--- src/rtl/mem_arbiter_if.sv ---
// mem_arbiter_if: bundles the signals between the core, the arbiter and the
// shared single-port memory.
//   core side   : i_read/i_addr (fetch request), d_read/d_write/d_addr/d_wdata
//                 (load/store request), i_ready/instr, d_ready/d_rdata (results)
//   memory side : mem_read/mem_write/mem_addr/mem_wdata (strobes and payload),
//                 mem_rdata/mem_ack (completion)
//   status      : err (sticky memory timeout)
// Modports: slave = the arbiter, master = the environment (core + memory).
interface mem_arbiter_if #(
    parameter int ADDR_W = 32,
    parameter int DATA_W = 32
);
    logic              i_read;
    logic [ADDR_W-1:0] i_addr;
    logic              d_read;
    logic              d_write;
    logic [ADDR_W-1:0] d_addr;
    logic [DATA_W-1:0] d_wdata;
    logic [DATA_W-1:0] mem_rdata;
    logic              mem_ack;
    logic              mem_read;
    logic              mem_write;
    logic [ADDR_W-1:0] mem_addr;
    logic [DATA_W-1:0] mem_wdata;
    logic              i_ready;
    logic [DATA_W-1:0] instr;
    logic              d_ready;
    logic [DATA_W-1:0] d_rdata;
    logic              err;

    modport slave (
        input  i_read, i_addr, d_read, d_write, d_addr, d_wdata,
        input  mem_rdata, mem_ack,
        output mem_read, mem_write, mem_addr, mem_wdata,
        output i_ready, instr, d_ready, d_rdata, err
    );

    modport master (
        output i_read, i_addr, d_read, d_write, d_addr, d_wdata,
        output mem_rdata, mem_ack,
        input  mem_read, mem_write, mem_addr, mem_wdata,
        input  i_ready, instr, d_ready, d_rdata, err
    );
endinterface

--- src/rtl/mem_arbiter.sv ---
// mem_arbiter: shares one single-port memory bus between the instruction-fetch
// port and the load/store port of the core. Data accesses win over fetches,
// one access is in flight at a time, and a watchdog aborts an access whose
// mem_ack never arrives (sticky err).
// Ports:
//   clk  - system clock, rising edge
//   nrst - asynchronous active-low reset
//   bus  - mem_arbiter_if.slave: requests/results to the core, strobes/ack
//          to the memory, err status. All outputs are registered.
module mem_arbiter #(
    parameter int ADDR_W  = 32,
    parameter int DATA_W  = 32,
    parameter int TIMEOUT = 16   // legal range 2..255
) (
    input logic          clk,
    input logic          nrst,
    mem_arbiter_if.slave bus
);
    localparam logic [1:0] IDLE  = 2'd0;
    localparam logic [1:0] DATA  = 2'd1;
    localparam logic [1:0] FETCH = 2'd2;
    localparam logic [1:0] DONE  = 2'd3;

    localparam logic [7:0] WD_LAST = 8'(TIMEOUT - 1);

    logic [1:0]        state;
    logic [7:0]        wd;
    logic              d_req;
    logic [ADDR_W-1:0] req_addr;
    logic [DATA_W-1:0] rdata;

    always_comb begin
        d_req    = bus.d_read | bus.d_write;
        req_addr = d_req ? bus.d_addr : bus.i_addr;
        rdata    = bus.mem_rdata;
    end

    always_ff @(posedge clk or negedge nrst) begin
        if (!nrst) begin
            state         <= IDLE;
            wd            <= '0;
            bus.mem_read  <= 1'b0;
            bus.mem_write <= 1'b0;
            bus.mem_addr  <= '0;
            bus.mem_wdata <= '0;
            bus.i_ready   <= 1'b0;
            bus.d_ready   <= 1'b0;
            bus.instr     <= '0;
            bus.d_rdata   <= '0;
            bus.err       <= 1'b0;
        end else begin
            // Ready strobes are single-cycle; only the completing branch sets one.
            bus.i_ready <= 1'b0;
            bus.d_ready <= 1'b0;
            case (state)
                IDLE: begin
                    wd <= '0;
                    if (d_req) begin
                        state         <= DATA;
                        bus.mem_addr  <= req_addr;
                        bus.mem_wdata <= bus.d_wdata;
                        bus.mem_write <= bus.d_write;
                        bus.mem_read  <= ~bus.d_write;   // store wins over load
                    end else if (bus.i_read) begin
                        state        <= FETCH;
                        bus.mem_addr <= req_addr;
                        bus.mem_read <= 1'b1;
                    end
                end
                DATA, FETCH: begin
                    if (bus.mem_ack || (wd == WD_LAST)) begin
                        bus.mem_read  <= 1'b0;
                        bus.mem_write <= 1'b0;
                        wd            <= '0;
                        state         <= DONE;
                        if (!bus.mem_ack) begin
                            // Abort: core proceeds with stale data, err records it.
                            bus.err <= 1'b1;
                        end
                        if (state == FETCH) begin
                            bus.i_ready <= 1'b1;
                            if (bus.mem_ack) begin
                                bus.instr <= rdata;
                            end
                        end else begin
                            bus.d_ready <= 1'b1;
                            // mem_read is still the live strobe here, so it marks a load.
                            if (bus.mem_ack && bus.mem_read) begin
                                bus.d_rdata <= rdata;
                            end
                        end
                    end else begin
                        wd <= wd + 8'd1;
                    end
                end
                DONE: begin
                    // One dead cycle lets the core move past the request just served.
                    state <= IDLE;
                end
                default: begin
                    state <= IDLE;
                end
            endcase
        end
    end
endmodule

--- src/flat_wrapper.sv ---
// flat-port wrapper written by rule: the top's interface ports become plain ports
module mem_arbiter_flat 
#(
    parameter int ADDR_W  = 32,
    parameter int DATA_W  = 32,
    parameter int TIMEOUT = 16                        
)
  (clk, nrst, bus_i_read, bus_i_addr, bus_d_read, bus_d_write, bus_d_addr, bus_d_wdata, bus_mem_rdata, bus_mem_ack, bus_mem_read, bus_mem_write, bus_mem_addr, bus_mem_wdata, bus_i_ready, bus_instr, bus_d_ready, bus_d_rdata, bus_err);
  mem_arbiter_if #(.ADDR_W(ADDR_W), .DATA_W(DATA_W)) bus_i ();
  input logic clk;
  input logic nrst;
  input wire logic [$bits(bus_i.i_read)-1:0] bus_i_read;
  input wire logic [$bits(bus_i.i_addr)-1:0] bus_i_addr;
  input wire logic [$bits(bus_i.d_read)-1:0] bus_d_read;
  input wire logic [$bits(bus_i.d_write)-1:0] bus_d_write;
  input wire logic [$bits(bus_i.d_addr)-1:0] bus_d_addr;
  input wire logic [$bits(bus_i.d_wdata)-1:0] bus_d_wdata;
  input wire logic [$bits(bus_i.mem_rdata)-1:0] bus_mem_rdata;
  input wire logic [$bits(bus_i.mem_ack)-1:0] bus_mem_ack;
  output wire logic [$bits(bus_i.mem_read)-1:0] bus_mem_read;
  output wire logic [$bits(bus_i.mem_write)-1:0] bus_mem_write;
  output wire logic [$bits(bus_i.mem_addr)-1:0] bus_mem_addr;
  output wire logic [$bits(bus_i.mem_wdata)-1:0] bus_mem_wdata;
  output wire logic [$bits(bus_i.i_ready)-1:0] bus_i_ready;
  output wire logic [$bits(bus_i.instr)-1:0] bus_instr;
  output wire logic [$bits(bus_i.d_ready)-1:0] bus_d_ready;
  output wire logic [$bits(bus_i.d_rdata)-1:0] bus_d_rdata;
  output wire logic [$bits(bus_i.err)-1:0] bus_err;
  assign bus_i.i_read = bus_i_read;
  assign bus_i.i_addr = bus_i_addr;
  assign bus_i.d_read = bus_d_read;
  assign bus_i.d_write = bus_d_write;
  assign bus_i.d_addr = bus_d_addr;
  assign bus_i.d_wdata = bus_d_wdata;
  assign bus_i.mem_rdata = bus_mem_rdata;
  assign bus_i.mem_ack = bus_mem_ack;
  assign bus_mem_read = bus_i.mem_read;
  assign bus_mem_write = bus_i.mem_write;
  assign bus_mem_addr = bus_i.mem_addr;
  assign bus_mem_wdata = bus_i.mem_wdata;
  assign bus_i_ready = bus_i.i_ready;
  assign bus_instr = bus_i.instr;
  assign bus_d_ready = bus_i.d_ready;
  assign bus_d_rdata = bus_i.d_rdata;
  assign bus_err = bus_i.err;
  mem_arbiter #(.ADDR_W(ADDR_W), .DATA_W(DATA_W), .TIMEOUT(TIMEOUT)) u_core (.clk(clk), .nrst(nrst), .bus(bus_i));
endmodule
--- config.mk ---
export PLATFORM = sky130hd
export DESIGN_NAME = mem_arbiter_flat
export DESIGN_NICKNAME = d
export VERILOG_FILES = /design/src/rtl/mem_arbiter_if.sv /design/src/rtl/mem_arbiter.sv /design/src/flat_wrapper.sv
export SDC_FILE = /design/constraint.sdc
export NUM_CORES = 1
export LEC_CHECK = 0
export CORE_AREA = 2 2 187 97
export DETAILED_ROUTE_END_ITERATION = 7
export DIE_AREA = 0 0 189 99
export HOLD_SLACK_MARGIN = 0.02
export PLACE_DENSITY = 0.69
export SLEW_MARGIN = 15
export SYNTH_ARGS = -nofsm -noshare
export SYNTH_HDL_FRONTEND = slang
export SYNTH_SLANG_ARGS = --single-unit
--- constraint.sdc ---
create_clock -name clk -period 2.4 [get_ports clk]
set_input_delay 0.48 -clock clk [delete_from_list [all_inputs] [get_ports clk]]
set_output_delay 0.48 -clock clk [all_outputs]
set_load 0.01 [all_outputs]
# ---- Word-level counts from Yosys, hierarchy flattened
# Cells that the tools add are included.
dict set report totals {
  reg_bits 143
}
dict set report op_classes {
  addsub 1
  eq_ne 7
  n_mux 21
  bitwise 4
  n_reduce_logical 14
}
# operator n
set op_table {}
lappend op_table {{$mux W32} 3}
lappend op_table {{$pmux W8 S2} 1}
lappend op_table {{$mux W1} 10}
lappend op_table {{$reduce_and A3 Y1} 3}
lappend op_table {{$add A8 B1 Y8 const B} 1}
lappend op_table {{$eq A8 B4 Y1 const B} 1}
lappend op_table {{$mux W8} 1}
lappend op_table {{$reduce_and A4 Y1} 2}
lappend op_table {{$mux W2} 3}
lappend op_table {{$pmux W2 S3} 1}
lappend op_table {{$reduce_and A2 Y1} 3}
lappend op_table {{$eq A2 B2 Y1 const B} 2}
lappend op_table {{$ne A2 B1 Y1 const B} 2}
lappend op_table {{$pmux W1 S2} 2}
lappend op_table {{$reduce_bool A2 Y1} 2}
lappend op_table {{$ne A3 B2 Y1 const B} 1}
lappend op_table {{$not A1 Y1} 3}
lappend op_table {{$eq A2 B1 Y1 const B} 1}
lappend op_table {{$logic_not A2 Y1} 1}
lappend op_table {{$reduce_or A2 Y1} 1}
lappend op_table {{$logic_and A1 B1 Y1} 1}
lappend op_table {{$logic_or A1 B1 Y1} 1}
lappend op_table {{$or A1 B1 Y1} 1}

# ---- Logic depth before layout (Yosys ltp)
# Gate-level depths: netlist of run 1.
dict set report logic_depth {
  word_depth 4
  depth_mapped 6
  mapped_depth_nobuf 6
}

# ---- Worst setup path before layout of run 1
# No wires, ideal clock.
dict set report synth_timing {
  path_kind {register to register}
  startpoint {register u_core.state[0]}
  endpoint {register u_core.bus.instr[21]}
  arrival_ns 1.521
  required_time_ns 2.275
  path_slack_ns 0.754
  stages_incl_launch_ff 6
  n_path_buf 1
  cell_sequence {dfrtp_1 -> inv_1 -> ha_1 -> nand3_1 -> buf_2 -> mux2_2}
}
dict set report synth_between {
  elab_chain_len 3
  elab_cells_between_ends 4
}
# item line_no
set synth_rtl {}
lappend synth_rtl {{from (decl)} mem_arbiter.sv:26} ;# logic [1:0] state;
lappend synth_rtl {{from (signal assigned)} mem_arbiter.sv:40} ;# state <= IDLE;
lappend synth_rtl {{from (signal assigned)} mem_arbiter.sv:59} ;# state <= DATA;
lappend synth_rtl {{from (signal assigned)} mem_arbiter.sv:65} ;# state <= FETCH;
lappend synth_rtl {{$eq A2 B1 Y1 / $eq A2 B2 Y1 (equally long branches)} {mem_arbiter.sv:55, mem_arbiter.sv:80}}
lappend synth_rtl {{$reduce_or A2 Y1} mem_arbiter.sv:55} ;# case (state)
lappend synth_rtl {{$reduce_and A4 Y1 (no line) *} n/a}
lappend synth_rtl {{to (signal assigned)} mem_arbiter.sv:83} ;# bus.instr <= rdata;
lappend synth_rtl {{to (decl)} mem_arbiter_if.sv:35} ;# output i_ready, instr, d_ready, d_rdata, err
# Every way passes the cells marked *; elsewhere a longest branch is shown, timed or not.
# A chain may end at the register's enable or synchronous reset.

# ---- Worst setup path in the final report of run 1
dict set report layout_timing {
  startpoint {register u_core.bus.mem_addr[25]}
  endpoint {output bus_mem_addr[25]}
}
# item line_no
set layout_rtl {}
lappend layout_rtl {{from (decl)} mem_arbiter_if.sv:34} ;# output mem_read, mem_write, mem_addr, mem_wdata,
lappend layout_rtl {{from (signal assigned)} mem_arbiter.sv:60} ;# bus.mem_addr <= req_addr;
lappend layout_rtl {{from (signal assigned)} mem_arbiter.sv:66} ;# bus.mem_addr <= req_addr;
lappend layout_rtl {{to (decl)} flat_wrapper.sv:22} ;# output wire logic [$bits(bus_i.mem_addr)-1:0] bus_mem_addr;
# No word-level cell between the ends.

==> out/results.ini, run 1 <==
[logic_synthesis]
ys_warn_count = 0
seq_area_frac_synth_pct = 60.7
synth_area_leaders = dfrtp_1, mux2_2, mux2i_1, o21ai_0, nand2_1
synth-async-reset-ratio_pct = 100
syn_inst = 422
synth_top_area_share_pct = 60.7
synth_top_cell_by_area = dfrtp_1
syn-cell-area_sq_um = 5900
synth_ff_type = dfrtp_1
synth_common_cells = dfrtp_1, mux2_2, nand2_1
yosys.cell_count.top_type = dfrtp_1
ys_ff_latch = 143
synth_edf_count = 0
synth_nets = 562
ys_types = 38
syn_avg_cell_area_sq_um = 14.0

[critical_path]
path_depth = 1
reg2reg_from = u_core.state[0]$_DFFE_PN0P_
path_class = reg2out
crit_chain = clkdlybuf4s50_1
critPathMaxStageDelay_ps = 580
critPathTopFamily = buffers and inverters
critical_path_arrival_ps = 1360
start_kind = flip-flop
timing.rr.end = u_core.bus.mem_read$_DFFE_PN0P_
rr_worst_depth = 7
cp-startpoint = u_core.bus.mem_addr[25]$_DFFE_PN0P_
path_buf_inv = 1
crit_required_ps = 1920
path_max_fanout = 2
worst_setup_path_end_kind = output port
ff2ff_setup_slack_ps = 590
crit_path_top_delay_cell = clkdlybuf4s50_1

[detailed_routing]
drc_errors = 0
dr_wl_met3_um = 1440
final_antenna_net_count = 0
drt_pass1_iterations = 4
wirelength_um = 16200
wl_met2_um = 7540
routed.top_layer = met4
drt_iter0_markers = 113
drt-vias-per-instance = 4.59
wire_per_inst_um = 17.2
vias = 4331
drt-met1-wl_um = 7090

[sta]
setup_viol = 0
timing.hold.ws_ps = 407
setup_ws_ps = 563
rsz0062_at_grt = no
fin_crit_sh_pct = 76.5
clock_skew_ps = 6.88
worst-slew-pin-transition_ps = 460
hold_viol = 0
fmax_mhz = 544
slew_viol_final = 0
slew_headroom_pct = 69.4
fin_crit_ps = 1840
setup_tns_ps = 0

[clock_network]
h-tree-depth = 4
cts_tree = done
worstSkewPairLatency_ps = 410
cts_root_buf = clkbuf_16
postCtsSetupBuffers = 0
cts_made_buffers = 17
clkTransAtPathRegs_ps = 60
post_cts_resized = 0
clock-sinks = 143
cts_buffer_depth = 2

[floorplanning]
start_util_pct = 34.6
core_region_area_sq_um = 17100
dieArea_sq_um = 18700
rows = 34
die_h_um = 99
ioPinCount = 267
dieWidth_um = 189

[cells_and_area]
nets = 836
layout-drive-gt1-share_pct = 20.2
diodes = 0
final_cells = 943
fillers = 1381
area_delta_synth_final_pct = 60.4
regArea_sq_um = 3580
multi_input_area_sq_um = 2160

[power]
p_clk_share_pct = 22.5
pwr-share-seq_pct = 34.0
irDropWorstVdd_uv = 591
leakage_uw = 0.00401
p_int_uw = 8410
p_sw_share_pct = 31.4
p_switching_uw = 3840
comb_power_share_pct = 43.5
p_per_area_nw_per_um2 = 1290

[place]
portBuffers = 266
placed_cells = 910
place_congestion = 0.812
dp_slack_ps = 158
dp_hpwl_um = 12300

[run]
cap_violations = 0

[global_routing]
grt_max_degree = 78
antenna_found_initial = 0
grt_pass1_wl_um = 25500
grt_overflow = 0
grt_pass1_vias = 4695
grt_usage_pct = 17.8

[outcome]
status = completed

[worst_hold_path]
hold_path_class = in2async

[flip-flops by register name (all words and copies together) (netlist names), 2 cells and up]
| signal | cells |
|---|---|
| u_core.bus.mem_addr | 32 |
| u_core.bus.instr | 32 |
| u_core.bus.mem_wdata | 32 |
| u_core.wd | 8 |
| u_core.state | 2 |
| u_core.bus.d_rdata | 32 |
[metrics by stage]
step | total power (uW) | util [%] | area [sq um]
final | 12300 | 55.5 | 9460
after global routing | 13000 | 55.5 | 9460
after CTS | 12400 | 55.5 | 9460
after detailed placement | 9610 | 51.8 | 8830
after global placement | 9430 | 51.8 | 8830
after floorplan | 6560 | - | 5900
[area by class of cell]
| class | count | area share, % |
|---|---|---|
| flip-flops and latches | 143 | 37.8 |
| repair buffers | 274 | 29.6 |
| well taps | 234 | 3.09 |
| clock buffers | 18 | 4.64 |
| inverters | 3 | 0.119 |
| clock inverters | 14 | 1.89 |
| multi-input cells | 257 | 22.8 |
[layer usage]
layer | global-route usage [%] | vias up
met2 | 28.7 | 184
met4 | 4.33 | 0
met5 | 0 | -
met1 | 22.5 | 2102
li1 | - | 2030
met3 | 7.19 | 15
[power by group through the flow]
stage	sequential, uW	combinational (uW)	clock [uW]
6_report	4160	5340	2750
4_1_cts	4180	5420	2820
3_5_place_dp	4210	5400	0
3_3_place_gp	4160	5270	0
5_1_grt	4310	5720	2930
2_1_floorplan	4660	1900	0
[timing repair]
action                                  4_1_cts  5_1_grt
endpoints found under the setup margin        0        0
hold endpoints to repair                      1        0
hold buffers                                  1        0
[how the worst max path moves through the flow]
stage                                           endpoint
floorplan               u_core.bus.instr[21]$_DFFE_PN0P_
global placement    u_core.bus.mem_wdata[24]$_DFFE_PN0P_
detailed placement  u_core.bus.mem_wdata[12]$_DFFE_PN0P_
CTS                                      bus_mem_addr[8]
global route            u_core.bus.instr[25]$_DFFE_PN0P_
finish                                  bus_mem_addr[25]
[logic make-up (layout without fill, tap and decap cells)]
kind of cell / after synthesis / after routing / synth area share (%)
and+or+nand+nor: 72 / 72 / 5.85
DFF: 143 / 143 / 60.7
AOI/OAI and AO/OA: 44 / 44 / 4.58
buffers and inverters: 22 / 309 / 2.80
xor gates and xnor gates: 5 / 5 / 0.742
muxes: 130 / 130 / 24.1
adders and majority gates: 6 / 6 / 1.27
[placed cells by master (no fill, tap or decap), drive strengths merged, types with 3 or more instances in the layout]
cell,n
buf,8
bufinv,3
clkbuf,18
clkdlybuf4s50,265
clkinv,3
dfrtp,143
ha,6
inv,9
mux2,96
mux2i,34
nand2,42
nand3,5
nor2,15
o21ai,36
xor2,3
Power figures use the tool's default switching activity.
==> run 2, diff against run 1 <==
Settings changed: PLACE_DENSITY 0.69 to 0.71.
Clock period 2.4 ns to 1.5 ns, I/O delays scaled along.
==> run 2 against run 1 <==
The flow now finishes with violations (setup timing). Count of clock-buffer cells in the layout increased by 1. Worst setup slack got worse by 620 ps. Register-to-register slack got worse by 640 ps. Utilization increased by 1.8 points. Cell area increased by 3.2%. First-iteration DRC count increased by 12%. Via count increased by 2.7%.
==> out/results.ini, run 2 (same netlist as run 1, synthesis figures left out) <==
[sta]
slew_viol_final = 0
setup_viol = 30
worst-slew-pin-transition_ps = 382
slew_headroom_pct = 74.6
fin_crit_ps = 1550
hold_viol = 0
fmax_mhz = 644
setup_ws_ps = -53.6
clock_skew_ps = 6.37
fin_crit_sh_pct = 104
setup_tns_ps = -602
rsz0062_at_grt = yes

[critical_path]
path_buf_inv = 0
worst_setup_path_end_kind = flip-flop
crit_chain = ha_2 -> and4bb_2 -> a31oi_4 -> nor2_4 -> o21ai_1
critical_path_arrival_ps = 1890
crit_required_ps = 1830
start_kind = flip-flop
path_class = reg2reg
path_max_fanout = 6
critPathTopFamily = compound AO/OA/AOI/OAI gates
critPathMaxStageDelay_ps = 390
crit_path_top_delay_cell = dfrtp_1

[power]
irDropWorstVdd_uv = 772
p_per_area_nw_per_um2 = 1960
p_total_uw = 19100
leakage_uw = 0.00451

[place]
placed_cell_area_sq_um = 9080
place_congestion = 0.817
dp_hpwl_um = 12800
placed_cells = 935
portBuffers = 266

[clock_network]
cts_root_buf = clkbuf_16
h-tree-depth = 4
cts_buffer_depth = 2
cts_made_buffers = 17
clock-sinks = 143
cts_tree = done
clkTransAtPathRegs_ps = 60
worstSkewPairLatency_ps = 410

[global_routing]
grt_pass1_vias = 4730
grt_usage_pct = 18.4
antenna_found_initial = 0
grt_max_degree = 57
grt_pass1_wl_um = 26300
grt_overflow = 0

[floorplanning]
rows = 34
dieWidth_um = 189
dieArea_sq_um = 18700
core_region_area_sq_um = 17100
ioPinCount = 267
die_h_um = 99
start_util_pct = 34.6

[cells_and_area]
fillers = 1412
final_cell_area_sq_um = 9770
layout_common_cells = dfrtp_1, dlygate4sd2_1, clkdlybuf4s50_1
layout_commonest_cell = dfrtp_1
multi_input_area_sq_um = 2260
final_cells = 980
layout-drive-gt1-share_pct = 26.4
diodes = 0
nets = 873
regArea_sq_um = 3580
area_delta_synth_final_pct = 65.5

[detailed_routing]
wire_per_inst_um = 17.5
drt_pass1_iterations = 4
drt-vias-per-instance = 4.54
final_antenna_net_count = 0
drt_iter0_markers = 127
drc_errors = 0
vias = 4448
wirelength_um = 17200

[worst_hold_path]
hold_path_class = in2async

[run]
cap_violations = 0

[outcome]
status = finished with violations
violations = setup timing

-- run 2: cell types whose count changed in the layout (fill, tap and decap cells not counted), moves of 3 or more --
cell / delta
clkbuf_16: +3
clkdlybuf4s50_1: -133
inv_6: -4
dlygate4sd2_1: +133
buf_12: +3
nor2_1: -3
buf_4: +28
ha_1: -3
-- run 2: metal layers --
layer	vias to the layer above	wire length [um]	global-route usage, %
met5	-	0	0
met4	0	213	5.59
met3	15	1300	6.27
met2	167	8180	29.9
met1	2161	7450	23.3
li1	2105	-	-
-- run 2: final timing paths --
path	start	to	slack, ps	cells after the start
worst min register to register	u_core.bus.mem_addr[25]$_DFFE_PN0P_	u_core.bus.mem_addr[25]$_DFFE_PN0P_	470	2
min in group clk	u_core.bus.mem_addr[25]$_DFFE_PN0P_	u_core.bus.mem_addr[25]$_DFFE_PN0P_	470	2
max in group asynchronous	nrst	u_core.bus.instr[0]$_DFFE_PN0P_	600	3
worst max-delay path	u_core.wd[0]$_DFFE_PN0P_	u_core.bus.mem_write$_DFFE_PN0P_	-50	5
worst min-delay path	nrst	u_core.bus.mem_addr[21]$_DFFE_PN0P_	350	2
worst max register to register	u_core.wd[0]$_DFFE_PN0P_	u_core.bus.mem_write$_DFFE_PN0P_	-50	5
-- run 2: worst reg2reg max path, delay by kind of cell (launching register included) --
kind	cells	cell delay (ps)
AOI/OAI and AO/OA	2	500
adders and majority gates	1	210
DFF	1	390
and+or+nand+nor	2	390
-- run 2: what timing repair did --
| action | in CTS | in global routing |
|---|---|---|
| setup endpoints to repair | 176 | 71 |
| cloned | 0 | 4 |
| hold buffers | 1 | 0 |
| buffers inserted | 4 | 4 |
| gates resized for setup | 145 | 12 |
| endpoints found under the hold margin | 27 | 0 |
| pin swaps | 5 | 8 |
-- run 2: power breakdown --
group          leakage, uW  internal [uW]  total [uW]  switching, uW
sequential         0.00175           5700        6670            969
combinational      0.00247           4430        8110           3680
clock             0.000289           2660        4340           1680
-- run 2: layout make-up --
cell class,instances,area share (%)
sequential,143,36.6
clock inverter,13,1.67
clock buffer,19,4.54
timing repair buffer,311,30.9
inverter,3,0.115
tap,234,3.00
multi-input combinational,257,23.1
-- run 2: through the flow --
step | setup WS [ps] | util [%] | hold slack, ps
2_1_floorplan | 14.4 | - | 4.41
3_3_place_gp | -280 | 53.2 | 224
3_5_place_dp | -286 | 53.2 | 226
4_1_cts | -41.7 | 56.2 | 344
5_1_grt | -121 | 57.2 | 368
6_report | -53.6 | 57.2 | 354
==> run 3, diff against run 2 <==
Settings changed: SETUP_SLACK_MARGIN from default to 0.5.
==> run 3 against run 2 <==
The flow still finishes with violations (setup timing). Worst setup slack got worse by 16 ps. Sequential cell count did not move. Die area did not move. Utilization rose by 6.9 points. Total power rose by 24%. Clock power fell by 2%. First-iteration DRC count rose by 9.4%. Sequential power rose by 3.6%.
==> out/results.ini, run 3 (same netlist as run 1, synthesis figures left out) <==
[critical_path]
crit_path_top_delay_cell = dfrtp_1
rr_worst_depth = 8
ff2ff_setup_slack_ps = -70
path_class = reg2reg
cpMostUsedCell = buf_6
path_buf_inv = 5
critical_path_arrival_ps = 1910
worst_setup_path_end_kind = flip-flop
reg2reg_from = u_core.state[1]$_DFFE_PN0P_
crit_chain = inv_2 -> ha_4 -> buf_6 -> o21ai_4 -> buf_6 -> buf_6 -> clkbuf_16 -> o21ai_2
critPathMaxStageDelay_ps = 430
crit_required_ps = 1840
start_kind = flip-flop
timing.rr.end = u_core.bus.mem_addr[7]$_DFFE_PN0P_
path_max_fanout = 4
critPathTopFamily = buffers and inverters

[sta]
slew_viol_final = 0
fin_crit_sh_pct = 105
setup_tns_ps = -1250
setup_ws_ps = -69.3
rsz0062_at_grt = yes
fmax_mhz = 637
hold_viol = 0
fin_crit_ps = 1570
clock_skew_ps = 8.58
setup_viol = 54
worst-slew-pin-transition_ps = 379
slew_headroom_pct = 74.7

[run]
cap_violations = 0

[clock_network]
cts_root_buf = clkbuf_16
cts_tree = done
worstSkewPairLatency_ps = 410
h-tree-depth = 4
clock-sinks = 143
cts_buffer_depth = 2
cts_made_buffers = 17
clkTransAtPathRegs_ps = 70

[detailed_routing]
wirelength_um = 19000
drc_errors = 0
wire_per_inst_um = 18.1
drt-vias-per-instance = 4.63
final_antenna_net_count = 0
vias = 4869
drt_pass1_iterations = 4
drt_iter0_markers = 139

[power]
p_switching_uw = 7960
irDropWorstVdd_uv = 1030
leakage_uw = 0.00527
p_sw_share_pct = 33.5
p_per_area_nw_per_um2 = 2170
comb_power_share_pct = 52.9
pwr-share-seq_pct = 29.1
p_int_uw = 15800
p_total_uw = 23800
p_clk_share_pct = 18.0

[global_routing]
grt_overflow = 0
grt_pass1_wl_um = 29300
grt_pass1_vias = 5211
grt_usage_pct = 20.3
grt_max_degree = 37
antenna_found_initial = 0

[floorplanning]
rows = 34
start_util_pct = 34.6
die_h_um = 99
core_region_area_sq_um = 17100
dieWidth_um = 189
ioPinCount = 267
dieArea_sq_um = 18700

[place]
placed_cell_area_sq_um = 9190
portBuffers = 266
placed_cells = 930
dp_hpwl_um = 12300
place_congestion = 0.788

[cells_and_area]
final_core_util_pct = 64.2
final_cell_area_sq_um = 11000
area_delta_synth_final_pct = 85.6
diodes = 0
nets = 946
layout_common_cells = dfrtp_1, clkdlybuf4s50_1, buf_4
layout_commonest_cell = dfrtp_1
final_cells = 1052
layout-drive-gt1-share_pct = 56.8

[outcome]
violations = setup timing
status = finished with violations

[worst_hold_path]
hold_path_class = in2async

run 3: cell types whose count changed in the layout (fill, tap and decap cells not counted), moves of 52 or more:
cell / delta
mux2_2: -55
mux2_4: +57
buf_4: +52
dlygate4sd2_1: -133
buf_2: +79
buf_6: +60
run 3: power by group through the flow:
stage / clock [uW] / combinational (uW) / sequential, uW
2_1_floorplan: 0 / 3780 / 7480
3_5_place_dp: 0 / 9480 / 6790
5_1_grt: 4530 / 13300 / 7100
3_3_place_gp: 0 / 9270 / 6710
4_1_cts: 4360 / 10800 / 6890
6_report: 4270 / 12600 / 6910
run 3: what timing repair did:
action | CTS | global route
gates resized for setup | 668 | 69
pin swaps | 27 | 20
endpoints found under the hold margin | 30 | 0
endpoints found under the setup margin | 276 | 295
cloned | 12 | 2
buffers inserted | 32 | 44
hold buffers | 1 | 0
run 3: how the worst max path moves through the flow:
stage / startpoint / end / cells after the start
after detailed placement: bus_d_write / u_core.state[0]$_DFFE_PN0P_ / 6
final: u_core.state[1]$_DFFE_PN0P_ / u_core.bus.mem_addr[7]$_DFFE_PN0P_ / 8
after floorplan: u_core.state[1]$_DFFE_PN0P_ / u_core.bus.instr[21]$_DFFE_PN0P_ / 5
after global routing: u_core.state[1]$_DFFE_PN0P_ / u_core.wd[5]$_DFFE_PN0P_ / 6
after global placement: bus_d_write / u_core.bus.mem_wdata[6]$_DFFE_PN0P_ / 5
after CTS: u_core.state[1]$_DFFE_PN0P_ / u_core.bus.instr[26]$_DFFE_PN0P_ / 5
run 3: per-stage QoR:
step / setup slack, ps / hold WS, ps
finish: -69.3 / 365
global route: -107 / 379
CTS: -39.2 / 358
detailed placement: -325 / 241
global placement: -284 / 224
floorplan: 75.4 / 4.41
run 3: per-layer routing:
| metal | GRT usage, % | vias up | wire length, um |
|---|---|---|---|
| met5 | 0 | - | 0 |
| met4 | 4.81 | 0 | 173 |
| met3 | 6.77 | 17 | 1280 |
| met2 | 30.7 | 177 | 8710 |
| met1 | 28.1 | 2417 | 8880 |
| li1 | - | 2258 | - |
run 3: layout make-up:
| cell class | instances | area (sq um) |
|---|---|---|
| Clock buffer | 18 | 439 |
| Sequential cell | 143 | 3580 |
| Timing Repair Buffer | 384 | 3700 |
| Fill cell | 1288 | 6110 |
| Tap cell | 234 | 293 |
| Clock inverter | 13 | 153 |
| Multi-Input combinational cell | 257 | 2780 |
| Inverter | 3 | 11.3 |
